[src/rtl/i2c_slave.sv]
// I2C slave controller on an 8-bit Wishbone bus: programmable 7-bit address, RXR/TXR data
// registers, SCL stretching while software services data, interrupt on every transfer event.
module i2c_slave_top #(
  parameter int unsigned FILT_LEN = 3
) (
  input  logic       wb_clk_i,
  input  logic       rst_i,
  input  logic [2:0] wb_adr_i,
  input  logic [7:0] wb_dat_i,
  output logic [7:0] wb_dat_o,
  input  logic       wb_we_i,
  input  logic       wb_stb_i,
  input  logic       wb_cyc_i,
  output logic       wb_ack_o,
  output logic       wb_inta_o,
  input  logic       scl_pad_i,
  output logic       scl_pad_o,
  output logic       scl_padoen_o,
  input  logic       sda_pad_i,
  output logic       sda_pad_o,
  output logic       sda_padoen_o
);

  typedef enum logic [2:0] {
    StIdle, StAddr, StAddrAck, StRx, StRxAck, StTx, StTxAck, StIgnore
  } state_e;

  localparam logic [3:0] CntMax = 4'(FILT_LEN - 1);

  // Index 0 is SCL, index 1 is SDA; idle bus level is high.
  logic [1:0]      pad_in;
  logic [1:0]      sync1_q, sync2_q, filt_q, prev_q;
  logic [1:0][3:0] cnt_q;

  assign pad_in = {sda_pad_i, scl_pad_i};

  always_ff @(posedge wb_clk_i or negedge rst_i) begin
    if (!rst_i) begin
      sync1_q <= 2'b11;
      sync2_q <= 2'b11;
      filt_q  <= 2'b11;
      prev_q  <= 2'b11;
      cnt_q   <= '0;
    end else begin
      sync1_q <= pad_in;
      sync2_q <= sync1_q;
      prev_q  <= filt_q;
      for (int i = 0; i < 2; i++) begin
        if (sync2_q[i] == filt_q[i]) begin
          cnt_q[i] <= '0;
        end else if (cnt_q[i] == CntMax) begin
          filt_q[i] <= sync2_q[i];
          cnt_q[i]  <= '0;
        end else begin
          cnt_q[i] <= cnt_q[i] + 4'd1;
        end
      end
    end
  end

  logic scl_rise, scl_fall, sda_f, start_det, stop_det;

  assign scl_rise  = filt_q[0] & ~prev_q[0];
  assign scl_fall  = ~filt_q[0] & prev_q[0];
  assign sda_f     = filt_q[1];
  assign start_det = filt_q[0] & ~filt_q[1] & prev_q[1];
  assign stop_det  = filt_q[0] & filt_q[1] & ~prev_q[1];

  state_e     state_q;
  logic [3:0] bit_cnt_q;
  logic [7:0] shift_q, rxr_q, txr_q, dat_q;
  logic [6:0] sadr_q;
  logic       en_q, ien_q, rxf_q, txe_q, rxack_q, busy_q, aas_q, rw_q, sto_q, irq_q;
  logic       scl_oen_q, sda_oen_q, pend_q, ack_q, inta_q;

  logic       wb_acc, wb_wr, wb_rd, en_nxt;
  logic [7:0] sr, rdata;

  assign wb_acc = wb_cyc_i & wb_stb_i & ~ack_q;
  assign wb_wr  = wb_acc & wb_we_i;
  assign wb_rd  = wb_acc & ~wb_we_i;
  // Clearing en acts on the same edge as the register write.
  assign en_nxt = (wb_wr && wb_adr_i == 3'd1) ? wb_dat_i[7] : en_q;
  assign sr     = {rxack_q, busy_q, aas_q, rw_q, rxf_q, txe_q, sto_q, irq_q};

  always_comb begin
    rdata = 8'h00;
    case (wb_adr_i)
      3'd0:    rdata = {1'b0, sadr_q};
      3'd1:    rdata = {en_q, ien_q, 6'b0};
      3'd2:    rdata = rxr_q;
      3'd3:    rdata = sr;
      default: rdata = 8'h00;
    endcase
  end

  always_ff @(posedge wb_clk_i or negedge rst_i) begin
    if (!rst_i) begin
      state_q   <= StIdle;
      bit_cnt_q <= '0;
      shift_q   <= '0;
      rxr_q     <= '0;
      txr_q     <= '0;
      dat_q     <= '0;
      sadr_q    <= '0;
      en_q      <= 1'b0;
      ien_q     <= 1'b0;
      rxf_q     <= 1'b0;
      txe_q     <= 1'b0;
      rxack_q   <= 1'b0;
      busy_q    <= 1'b0;
      aas_q     <= 1'b0;
      rw_q      <= 1'b0;
      sto_q     <= 1'b0;
      irq_q     <= 1'b0;
      scl_oen_q <= 1'b1;
      sda_oen_q <= 1'b1;
      pend_q    <= 1'b0;
      ack_q     <= 1'b0;
      inta_q    <= 1'b0;
    end else begin
      ack_q  <= wb_acc;
      dat_q  <= rdata;
      inta_q <= irq_q & ien_q;
      en_q   <= en_nxt;

      if (wb_wr) begin
        case (wb_adr_i)
          3'd0: sadr_q <= wb_dat_i[6:0];
          3'd1: ien_q <= wb_dat_i[6];
          3'd2: begin
            txr_q <= wb_dat_i;
            txe_q <= 1'b0;
          end
          3'd3: if (wb_dat_i[0]) irq_q <= 1'b0;
          default: ;
        endcase
      end
      if (wb_rd && wb_adr_i == 3'd2) rxf_q <= 1'b0;

      if (start_det)     busy_q <= 1'b1;
      else if (stop_det) busy_q <= 1'b0;

      // Bus-side updates come last so a simultaneous flag set wins over a software clear.
      if (!en_nxt) begin
        state_q   <= StIdle;
        scl_oen_q <= 1'b1;
        sda_oen_q <= 1'b1;
        aas_q     <= 1'b0;
        pend_q    <= 1'b0;
      end else if (stop_det) begin
        state_q   <= StIdle;
        scl_oen_q <= 1'b1;
        sda_oen_q <= 1'b1;
        pend_q    <= 1'b0;
        aas_q     <= 1'b0;
        if (aas_q) begin
          sto_q <= 1'b1;
          irq_q <= 1'b1;
        end
      end else if (start_det) begin
        state_q   <= StAddr;
        bit_cnt_q <= '0;
        aas_q     <= 1'b0;
        sto_q     <= 1'b0;
        scl_oen_q <= 1'b1;
        sda_oen_q <= 1'b1;
        pend_q    <= 1'b0;
      end else begin
        case (state_q)
          StAddr: begin
            if (scl_rise) begin
              shift_q   <= {shift_q[6:0], sda_f};
              bit_cnt_q <= bit_cnt_q + 4'd1;
            end else if (scl_fall && bit_cnt_q == 4'd8) begin
              if (shift_q[7:1] == sadr_q) begin
                state_q   <= StAddrAck;
                sda_oen_q <= 1'b0;
                aas_q     <= 1'b1;
                rw_q      <= shift_q[0];
                irq_q     <= 1'b1;
              end else begin
                state_q <= StIgnore;
              end
            end
          end
          StAddrAck: begin
            if (scl_fall) begin
              sda_oen_q <= 1'b1;
              bit_cnt_q <= '0;
              if (rw_q) begin
                // First read byte always waits for a fresh TXR write.
                state_q   <= StTx;
                txe_q     <= 1'b1;
                scl_oen_q <= 1'b0;
                pend_q    <= 1'b1;
              end else begin
                state_q <= StRx;
              end
            end
          end
          StRx: begin
            if (pend_q) begin
              if (!rxf_q) begin
                rxr_q     <= shift_q;
                rxf_q     <= 1'b1;
                irq_q     <= 1'b1;
                sda_oen_q <= 1'b0;
                scl_oen_q <= 1'b1;
                pend_q    <= 1'b0;
                state_q   <= StRxAck;
              end
            end else if (scl_rise) begin
              shift_q   <= {shift_q[6:0], sda_f};
              bit_cnt_q <= bit_cnt_q + 4'd1;
            end else if (scl_fall && bit_cnt_q == 4'd8) begin
              // Hold SCL until RXR is free; released next cycle if it already is.
              scl_oen_q <= 1'b0;
              pend_q    <= 1'b1;
            end
          end
          StRxAck: begin
            if (scl_fall) begin
              sda_oen_q <= 1'b1;
              bit_cnt_q <= '0;
              state_q   <= StRx;
            end
          end
          StTx: begin
            if (pend_q) begin
              if (!txe_q) begin
                shift_q   <= txr_q;
                txe_q     <= 1'b1;
                irq_q     <= 1'b1;
                sda_oen_q <= txr_q[7];
                bit_cnt_q <= 4'd1;
                scl_oen_q <= 1'b1;
                pend_q    <= 1'b0;
              end
            end else if (scl_fall) begin
              if (bit_cnt_q == 4'd8) begin
                sda_oen_q <= 1'b1;
                state_q   <= StTxAck;
              end else begin
                sda_oen_q <= shift_q[6];
                shift_q   <= {shift_q[6:0], 1'b0};
                bit_cnt_q <= bit_cnt_q + 4'd1;
              end
            end
          end
          StTxAck: begin
            if (scl_rise) begin
              rxack_q <= sda_f;
            end else if (scl_fall) begin
              if (rxack_q) begin
                state_q <= StIgnore;
              end else begin
                state_q   <= StTx;
                scl_oen_q <= 1'b0;
                pend_q    <= 1'b1;
              end
            end
          end
          default: ;
        endcase
      end
    end
  end

  assign wb_dat_o     = dat_q;
  assign wb_ack_o     = ack_q;
  assign wb_inta_o    = inta_q;
  assign scl_pad_o    = 1'b0;
  assign sda_pad_o    = 1'b0;
  assign scl_padoen_o = scl_oen_q;
  assign sda_padoen_o = sda_oen_q;

endmodule
[config.mk]
export PLATFORM = sky130hd
export DESIGN_NAME = i2c_slave_top
export DESIGN_NICKNAME = d
export VERILOG_FILES = /design/src/rtl/i2c_slave.sv
export SDC_FILE = /design/constraint.sdc
export NUM_CORES = 1
export LEC_CHECK = 0
export CAP_MARGIN = 20
export CORE_MARGIN = 1
export CORE_UTILIZATION = 55
export CTS_CLUSTER_SIZE = 28
export DETAILED_ROUTE_END_ITERATION = 10
export DONT_BUFFER_PORTS = 1
export PLACE_DENSITY = 0.7
export SYNTH_ARGS = -nofsm -noshare
export SYNTH_HDL_FRONTEND = slang
export SYNTH_SLANG_ARGS = --single-unit
[constraint.sdc]
create_clock -name wb_clk_i -period 4.6 [get_ports wb_clk_i]
set_input_delay 0.92 -clock wb_clk_i [delete_from_list [all_inputs] [get_ports wb_clk_i]]
set_output_delay 0.92 -clock wb_clk_i [all_outputs]
set_load 0.01 [all_outputs]
# [Word-level counts from Yosys, hierarchy flattened]
# Cells that the tools add are included.
[classes] n_addsub=3 n_mul=0 n_div=0 magnitude_cmp=0 n_eq_ne=54 shift=0 muxes=128 bitwise_logic=23 n_reduce_logical=24
[op_table] cell="!= test 5 bit, second input constant" n=17
[op_table] cell="2-to-1 mux 1 bit" n=84
[op_table] cell="2-to-1 mux 3 bit" n=16
[op_table] cell="2-to-1 mux 4 bit" n=12
[op_table] cell="2-to-1 mux 8 bit" n=6
[op_table] cell="one-hot mux 8 bit (4 select lines)" n=1
[op_table] cell="!= test 6 bit, second input constant" n=5
[op_table] cell="one-hot mux 8 bit (3 select lines)" n=1
[op_table] cell="one-hot mux 3 bit (6 select lines)" n=1
[op_table] cell="!= test 4 bit, second input constant" n=4
[op_table] cell="one-hot mux 4 bit (4 select lines)" n=1
[op_table] cell="AND reduction 8 bit" n=2
[op_table] cell="adder 4 x 1 -> 4 bit, second input constant" n=3
[op_table] cell="== test 3 x 2 -> 1 bit, second input constant" n=4
[op_table] cell="!= test 3 bit, second input constant" n=4
[op_table] cell="!= test 4 x 3 -> 1 bit, second input constant" n=3
[op_table] cell="NOT 1 bit" n=12
[op_table] cell="one-hot mux 1 bit (4 select lines)" n=3
[op_table] cell="AND reduction 12 bit" n=1
[op_table] cell="AND reduction 6 bit" n=2
[op_table] cell="AND 1 bit" n=11
[op_table] cell="AND reduction 11 bit" n=1
[op_table] cell="AND reduction 2 bit" n=5
[op_table] cell="== test 3 bit, second input constant" n=3
[op_table] cell="other kinds (25)" n=30
[word_totals] ff_bits=77 latch_bits=0 ram_bits=0 rom_bits=0 input_bits=18 out_inout_bits=14 word_cells=261 mem_count=0

# [Depth between registers and ports, before layout]
[logic_depth] word_depth=11 ltp_mapped=7

# [Worst setup path after synthesis]
# Ideal clock, no wire load.
[synth_timing] kind="input to register" start="input port wb_adr_i[2]" end="register rxr_q[0]" setup_ns=0.125 arrival_time_ns=2.265 setup_slack_ns=2.210 stages=5 n_path_buf=0 cell_sequence="and4bb_1 > and3_2 > o21ai_2 > nor3_4 > mux2_2"
[synth_between] elab_chain_len=4
[synth_lines] item="start: declaration" line="8" text="input logic [2:0] wb_adr_i,"
[synth_lines] item="== test 3 x 1 -> 1 bit" line="83" text="assign en_nxt = (wb_wr && wb_adr_i == 3'd1) ? wb_dat_i[7] : en_q;"
[synth_lines] item="logical AND 1 bit" line="83"
[synth_lines] item="2-to-1 mux 1 bit" line="83"
[synth_lines] item="AND reduction 6 bit (no source line)"
[synth_lines] item="end signal: assignment" line="205" text="rxr_q <= shift_q;"
[synth_lines] item="end: declaration" line="71" text="logic [7:0] shift_q, rxr_q, txr_q, dat_q;"
# No other way between the ends.
# A chain may end at the register's enable or synchronous reset.

# [Worst setup path after layout]
[layout_timing] start="register state_q[2]" end="register bit_cnt_q[0]"
[layout_between] elab_chain_len=4 elab_cells_between_ends=15
[layout_lines] item="start: declaration" line="69" text="state_e state_q;"
[layout_lines] item="start signal: assignment" line="99" text="state_q <= StIdle;"
[layout_lines] item="start signal: assignment" line="146" text="state_q <= StIdle;"
[layout_lines] item="start signal: assignment" line="152" text="state_q <= StIdle;"
[layout_lines] item="== test 3 bit / == test 3 x 2 -> 1 bit (equally long branches)" line="170" text="case (state_q)"
[layout_lines] item="OR reduction 2 bit (no source line)"
[layout_lines] item="!= test 3 x 1 -> 1 bit (no source line), or another cell as far along"
[layout_lines] item="AND reduction 8 bit (no source line) / 2-to-1 mux 4 bit (equally long branches)"
[layout_lines] item="end signal: assignment" line="174" text="bit_cnt_q <= bit_cnt_q + 4'd1;"
[layout_lines] item="end signal: assignment" line="215" text="bit_cnt_q <= bit_cnt_q + 4'd1;"
[layout_lines] item="end signal: assignment" line="247" text="bit_cnt_q <= bit_cnt_q + 4'd1;"
[layout_lines] item="end: declaration" line="70" text="logic [3:0] bit_cnt_q;"
# Parallel ways exist; a longest one is shown, timed or not.

==> results.md <==
* Overflow after GRT at 0
* Pre-antenna DRT Iters at 5
* I/O pins at 32
* Worst min-delay path category: primary input to async pin
* Synth Warn # at 0
* Post-CTS Setup Inserts at 0
* Setup TNS at 0 ps
* CP max FO at 27
* Via count at 2748
* Final Worst Setup Slack at 2017 ps
* Yosys reg bits at 77
* Flop2flop setup slack at 2020 ps
* IO buf count at 0
* Fin Clk Skew at 14.59 ps
* Die ar. at 7667 um^2
* Total GRT Usage at 24.26%
* Area post-placement at 4051 um^2
* Slew at the pin closest to its max-slew limit at 765.8 ps
* Max cap viols at 0
* Top FF cell, synth: dfrtp_1
* CTS Root Cell: clkbuf_8
* Clock Sink Count at 77
* Share of cells above drive strength 1 at 24.52%
* GPL Wtd Cong at 0.9027
* Largest net degree at the start of global routing at 78
* WP data arrival at 2820 ps
* Placed wire-length estimate at 6.078 mm
* Cells after Synth at 364
* Via count of the first global-routing pass at 2579
* Util after Layout at 61.17%
* Core ar. at 6944 um^2
* Total Power at 1.756 mW
* WS Path Type: register to register
* RSZ-0062 raised after global routing: no
* Power Dens Cells at 413.5 nW/um^2
* Hold buffer count at cts at 0
* Status: finished clean
* Lkg Pwr at 1.872 nW
* Total CTS buffers at 9
* Area grow syn2layout at 5.500%
* # setup viols final at 0
* Peak supply drop at 0.3011 mV
* Initial antenna violation count at 0
* Asr flop ratio synth at 100.0%
* First-pass GRT wire length at 13.68 mm
* H-tree levels at 3
* Post-layout min period at 2583 ps
* Final std cells w/o fill at 459
* Fin area at 4248 um^2
* FP Rows at 30
* Syn Area/Cell at 11.06 um^2
* Fin crit share at 56.15%
* Number of synthesized flops with an enable pin at 0
* Synthesized area at 4026 um^2
* Placed Cells incl. Taps at 443
* Initial cell density of the core at 57.98%
* Fmax at 0.3872 GHz
* Final hold slack at 261.5 ps
* Clk slew on worst S/H paths at 80 ps
* Startpoint Class: register
* Max-slew headroom at 48.94%
* PostCTS Resize Cnt at 0
* Clock Path Buffers at 2
* DIE HEIGHT at 87.56 um
* DRT antenna net count at 0
* Routed wire length per instance at 18.70 um
* Worst Path Required at 4840 ps
* Routed wire length at 8.583 mm
* Initial DRC Count at 202
* Synth unique cells at 69
* Slew Limit Fails at 0
* # diodes at 0
* Vias per cell at 5.987
* Clk Latency, worst-skew pair at 350 ps
* Net count, final at 382
* CTS tree: built
* Residual DRC count at 0
* Worst slack, placed at 2040 ps
* Seq/Total Area, Yosys at 48.17%
* Endpoint type of the worst setup path: register
* Final hold vios at 0
* Die width at 87.56 um
[synth_stat cells, types with 2 or more instances]
cell type | number | area share (%)
clkbuf_1 | 5 | 0.47
o31ai_1 | 3 | 0.56
nand3_1 | 9 | 1.1
buf_6 | 2 | 0.56
buf_1 | 2 | 0.19
and3b_1 | 3 | 0.65
buf_2 | 7 | 0.87
nor3_1 | 7 | 0.87
nor2b_1 | 11 | 1.7
a22oi_1 | 10 | 1.9
o21a_1 | 2 | 0.37
o41ai_1 | 2 | 0.44
nand2b_1 | 9 | 1.4
nand4_1 | 3 | 0.47
buf_4 | 2 | 0.37
dfrtp_1 | 67 | 42
o211ai_1 | 4 | 0.75
xor2_1 | 4 | 0.87
a21o_1 | 2 | 0.37
ha_1 | 6 | 1.9
nand3b_1 | 7 | 1.3
o21ai_0 | 12 | 1.5
a31oi_1 | 2 | 0.31
nand2_1 | 23 | 2.1
nor2_1 | 30 | 2.8
or3_1 | 2 | 0.31
xnor2_1 | 10 | 2.2
a21oi_1 | 6 | 0.75
mux2_2 | 50 | 14
inv_1 | 8 | 0.75
and2_1 | 3 | 0.47
o22ai_1 | 5 | 0.78
dfstp_2 | 10 | 6.5
[final cells by class]
type | count | area (um^2)
clock inverters | 6 | 68.82
inverters | 8 | 30.03
clock buffers | 10 | 127.6
flip-flops and latches | 77 | 1939
multi-input cells | 262 | 1962
fillers | 577 | 2696
well taps | 96 | 120.1
[cells in the final DEF, fill, tap and decap left out, types with 2 or more instances in the layout]
master    netlist  routed
a21o_1          2       2
a21oi_1         6       6
nand2_1        23      23
o22ai_1         5       5
o211ai_1        4       4
clkbuf_8        0       9
nand4_1         3       3
ha_1            6       6
nand3b_1        7       7
xnor2_1        10      10
nand2b_1        9       9
o31ai_1         3       3
o41ai_1         2       2
dfrtp_1        67      67
nand3_1         9       9
a22oi_1        10      10
o21a_1          2       2
and3b_1         3       3
a31oi_1         2       2
inv_6           0       2
xor2_1          4       4
nor3_1          7       7
and2_1          3       3
nor2b_1        11      11
inv_1           8       8
o21ai_0        12      12
nor2_1         30      30
mux2_2         50      50
conb_1          1       2
or3_1           2       2
dfstp_2        10      10
[report_power, final]
| part | switching, mW | total, mW | internal, mW | leakage [nW] |
|---|---|---|---|---|
| Clock | 0.259 | 0.513 | 0.255 | 0.0973 |
| Combinational | 0.200 | 0.361 | 0.161 | 0.770 |
| Sequential | 0.104 | 0.882 | 0.778 | 1.00 |
[critical path: stages, from the launching register on]
cell and delay [ps]:
dfrtp_1 840, nor2b_1 520, o21ai_0 200, o211a_1 200
or3_4 400, mux2_4 300
[worst paths after layout]
| path | start | depth (start not counted) | end |
|---|---|---|---|
| max | state_q[2] | 5 | bit_cnt_q[0] |
| min | rst_i | 0 | bit_cnt_q[0] |
| max reg2reg | state_q[2] | 5 | bit_cnt_q[0] |
| min reg2reg | sync1_q[0] | 0 | sync2_q[0] |
| min in group wb_clk_i | sync1_q[0] | 0 | sync2_q[0] |
| max in group asynchronous | rst_i | 0 | scl_padoen_o |
[sequential cells by signal, summed over array words and instances, names as in the netlist, 2 cells and up]
signal     cells
shift_q        8
prev_q         2
sync2_q        2
wb_dat_o       8
sadr_q         7
bit_cnt_q      4
state_q        3
cnt_q          8
sync1_q        2
rxr_q          8
filt_q         2
txr_q          8
[routing by layer]
metal | track usage (%) | wire, um
met5 | 0 | 0
met4 | 9.389 | 130
met3 | 5.655 | 481
met2 | 33.03 | 3682
met1 | 37.25 | 4288
[kinds of logic after synthesis]
family	Yosys count	share of synthesized area (%)
AND/OR/NAND/NOR	122	16.53
flip-flops	77	48.17
AO/OA/AOI/OAI	65	11.93
multiplexers	53	15.16
buffers and inverters	26	3.201
XOR/XNOR	14	3.045
adder cells (fa/ha/maj)	6	1.864
other	1	0.09314
Power figures use the tool's default switching activity.
